**config.mk**
```make
export PLATFORM = sky130hd
export DESIGN_NAME = fetch_stage
export DESIGN_NICKNAME = d
export VERILOG_FILES = /design/src/rtl/fetch_stage.sv
export SDC_FILE = /design/constraint.sdc
export NUM_CORES = 1
export LEC_CHECK = 0
export BUFFER_PORTS_ARGS = -buffer_cell sky130_fd_sc_hd__buf_2
export CORE_ASPECT_RATIO = 0.6
export CORE_UTILIZATION = 32
export DETAILED_ROUTE_END_ITERATION = 16
export HOLD_SLACK_MARGIN = 0.06
export PLACE_DENSITY = 0.54
export SYNTH_ARGS = -nofsm -noshare
export SYNTH_HDL_FRONTEND = slang
export SYNTH_SLANG_ARGS = --single-unit
```
**constraint.sdc**
```tcl
create_clock -name clk -period 6.15 [get_ports clk]
set_clock_uncertainty 0.1 [all_clocks]
set_input_delay 1.23 -clock clk [delete_from_list [all_inputs] [get_ports clk]]
set_output_delay 1.23 -clock clk [all_outputs]
set_load 0.02 [all_outputs]
```
**src/rtl/fetch_stage.sv**
```systemverilog
// fetch_stage: PC register plus the IF/ID pipeline register with stall, flush and redirect.
// Every output comes straight from a flop; InstrF is sampled in the same cycle as PCF.
module fetch_stage #(
    parameter logic [31:0] RESET_PC  = 32'h00000000,
    parameter logic [31:0] NOP_INSTR = 32'h00000013
) (
    input  logic        clk,
    input  logic        rst_n,
    input  logic        StallF,
    input  logic        StallD,
    input  logic        FlushD,
    input  logic        PCSrcE,
    input  logic [31:0] PCTargetE,
    output logic [31:0] PCF,
    input  logic [31:0] InstrF,
    output logic [31:0] InstrD,
    output logic [31:0] PCD,
    output logic [31:0] PCPlus4D,
    output logic        ValidD,
    output logic [31:0] FetchCount
);
    localparam logic [31:0] RESET_PC_ALIGNED = {RESET_PC[31:2], 2'b00};
    logic [31:0] pc_q, pc_d, instr_q, instr_d, pcd_q, pcd_d, pc4d_q, pc4d_d, count_q, count_d;
    logic        valid_q, valid_d, load;
    logic [31:0] pc_plus4;
    always_comb begin
        pc_plus4 = pc_q + 32'd4;
        load     = !FlushD && !StallD;
        pc_d     = PCSrcE ? {PCTargetE[31:2], 2'b00} : StallF ? pc_q : pc_plus4;
        instr_d  = FlushD ? NOP_INSTR : StallD ? instr_q : InstrF;
        pcd_d    = FlushD ? 32'd0 : StallD ? pcd_q : pc_q;
        pc4d_d   = FlushD ? 32'd0 : StallD ? pc4d_q : pc_plus4;
        valid_d  = FlushD ? 1'b0 : StallD ? valid_q : 1'b1;
        count_d  = load ? count_q + 32'd1 : count_q;
    end
    always_ff @(posedge clk or negedge rst_n) begin
        if (!rst_n) begin
            pc_q    <= RESET_PC_ALIGNED;
            instr_q <= NOP_INSTR;
            pcd_q   <= 32'd0;
            pc4d_q  <= 32'd0;
            valid_q <= 1'b0;
            count_q <= 32'd0;
        end else begin
            pc_q    <= pc_d;
            instr_q <= instr_d;
            pcd_q   <= pcd_d;
            pc4d_q  <= pc4d_d;
            valid_q <= valid_d;
            count_q <= count_d;
        end
    end
    assign PCF        = pc_q;
    assign InstrD     = instr_q;
    assign PCD        = pcd_q;
    assign PCPlus4D   = pc4d_q;
    assign ValidD     = valid_q;
    assign FetchCount = count_q;
endmodule

```
==> metrics.txt <==
Post-DRT Antenna Nets 0; P_leak 0.00473 uW; Rows 42; CP max-delay cell nor4_4; worst slew pin tran 1.14 ns; Worst-path clk slew 0.06 ns; GRT overflow 0; htree depth 4; global-route wire length before repair 31800 um; Port Buffer Count 226; Num CTS Buffers 17; #FFs+latches synth 156; top cells by area, synth dfrtp_1 (52%), mux2i_1 (9.2%), xnor2_1 (6.5%); DRT iter0 DRCs 308; Worst path top cell family by delay simple AND/OR/NAND/NOR gates; pre-CTS setup slack 2.83 ns; Die Area 0.0238 sq mm; Crit path required time 6.32 ns; share of layout cells above drive strength 1 0.304; Synth Cell Area 0.00740 sq mm; fin nets 978; TNS Setup 0 ns; Post-CTS Resized 0; Max VDD drop 0.259 mV; Die Width 198 um; CP startpoint kind primary input; Max stage delay on crit path 0.58 ns; DRC viols 0; final setup fails 0; largest net degree at the start of global routing 95; status complete, no violations; vias in the first global route 5417; Clock power frac 0.423; commonest non-fill, non-tap cell in the layout buf_2; Post-Synthesis Cells 710; commonest cells after routing, fill and taps aside buf_2 (223), dfrtp_1 (153), nor2_1 (90), mux2i_1 (68), nand2_1 (61); worst endpoint data arrival time 2.99 ns; post-synth top area share 0.517; post-synthesis sequential area ratio 0.528; Area Growth Syn to Fin 26.7%; CP max FO 9; Overall Global Routing Usage 0.178; core footprint 0.0224 sq mm; CP Buf/Inv Count 1; Avg Vias per Cell 4.65; die height 120 um; Tmin final 2.82 ns; CTS root buf clkbuf_16; CP endpoint kind flop; Crit Path Category primary input to flop; RSZ-0062 raised after global routing no; clk_lat worst skew 0.43 ns; f_max 0.354 GHz; Rel. slew slack 0.238; first-pass iteration count of the detailed router 4; vias 5712; post-synth top area cell dfrtp_1; sequential share of power 0.428; power density over cell area 299 mW/mm^2; Initial Utilization 0.331; Synth warnings 0; CTS max path bufs 2; final worst-path cycle share 0.459; combinational power share 0.149; Placer Congestion 0.741; Distinct cells, synth 40; initial antenna violation count 2; Net Switching 793 uW; Num Clock Sinks 156; CTS tree yes; worst-path cell chain buf_2 -> nand4b_1 -> nor4_4 -> nand4_1 -> xor2_1 -> o21ai_0; Final Max Slew Viols 0; total setup buffers inserted after CTS 0; MaxCap Viol Count 0; post-route cell area 0.00938 sq mm; post-route setup slack 3.33 ns; hold buffer count at CTS 0; Hold WC Path Type flop to flop; Net Sw Frac 0.283; final wirelength 20400 um; Pint 2010 uW; DR WL/cell 16.6 um; Cell Area, Placed 0.00871 sq mm; final hold viol count 0; number of I/O pins 231; DP HPWL 14100 um; Mapped Avg Cell Area 10.4 sq um
-- metrics by stage --
step | std cells | utilization | hold WS [ns] | power, uW
floorplan | 711 | - | 0.482 | 1470
global placement | 1195 | 0.389 | 0.359 | 1640
detailed placement | 1195 | 0.389 | 0.361 | 1640
CTS | 1227 | 0.419 | 0.370 | 2850
global route | 1227 | 0.419 | 0.410 | 2940
finish | 1229 | 0.419 | 0.362 | 2810
-- routing by layer --
layer,global-route usage,routed length (um),share of wire,up-vias
li1,-,-,-,2792
met1,0.282,10800,0.53,2731
met2,0.221,7770,0.38,178
met3,0.0596,1720,0.084,11
met4,0.0465,142,0.0070,0
met5,0,0,0,-
-- path summary, 6_finish.rpt --
| path | startpoint | endpoint | slack [ns] | cells after the start |
|---|---|---|---|---|
| min in group asynchronous | rst_n | PCD[18] | 0.66 | 1 |
| worst max register to register | PCF[6] | PCPlus4D[31] | 3.54 | 5 |
| worst min-delay path | FetchCount[31] | FetchCount[31] | 0.36 | 1 |
| max in group asynchronous | rst_n | PCPlus4D[5] | 4.16 | 2 |
| worst max-delay path | StallF | PCF[31] | 3.33 | 6 |
| worst min register to register | FetchCount[31] | FetchCount[31] | 0.36 | 1 |
-- sequential cells by signal, indices dropped and copies added, names as in the netlist --
name        cells
FetchCount     32
InstrD         32
PCD            31
PCF            30
PCPlus4D       30
ValidD          1
-- cell families (layout without fill, tap and decap cells) --
group,count (synthesis),after routing,synth area share
and+or+nand+nor,260,260,0.179
xor gates and xnor gates,84,84,0.0994
buffers and inverters,68,276,0.0416
muxes,70,70,0.0950
AOI/OAI and AO/OA,69,69,0.0529
other,1,4,0.000507
DFF,156,156,0.528
adders and majority gates,2,2,0.00338
-- synth_stat cells --
| cell | count |
|---|---|
| o21a_1 | 13 |
| buf_2 | 10 |
| nor4_4 | 4 |
| o21ai_0 | 30 |
| inv_1 | 14 |
| mux2i_1 | 68 |
| a211o_1 | 3 |
| and3_1 | 9 |
| nand4_1 | 22 |
| nor4_1 | 6 |
| buf_1 | 8 |
| nor4_2 | 2 |
| nand3_2 | 1 |
| dfrtp_1 | 153 |
| xor2_1 | 29 |
| nand4b_1 | 2 |
| clkbuf_2 | 2 |
| xnor2_1 | 55 |
| nor2_1 | 90 |
| and2_1 | 1 |
| conb_1 | 1 |
| dfstp_2 | 3 |
| a21o_1 | 1 |
| nand3b_1 | 1 |
| or3_1 | 1 |
| o21ai_1 | 3 |
| nor2b_1 | 11 |
| nor3_1 | 13 |
| buf_4 | 10 |
| nand3_1 | 25 |
| nand2_1 | 61 |
| ha_1 | 2 |
| a21oi_1 | 19 |
| nand4_2 | 4 |
| or4_1 | 1 |
| mux2_2 | 2 |
| clkbuf_1 | 24 |
| nor3_2 | 2 |
| and4_1 | 3 |
| and4b_1 | 1 |
-- layout make-up --
class,count,area [sq um]
fillers,2266,13000
flip-flops and latches,156,3910
multi-input cells,487,3190
repair buffers,230,1180
clock buffers,21,470
well taps,308,385
clock inverters,11,189
inverters,14,52.6
diodes,2,5.00
-- power by group through the flow --
stage	Clock [uW]	Combinational (uW)	Sequential, uW
finish	1190	417	1200
floorplan	0	191	1280
CTS	1220	424	1200
global placement	0	422	1220
global route	1260	462	1220
detailed placement	0	423	1220
No activity file was read; power rests on OpenSTA's default activity.
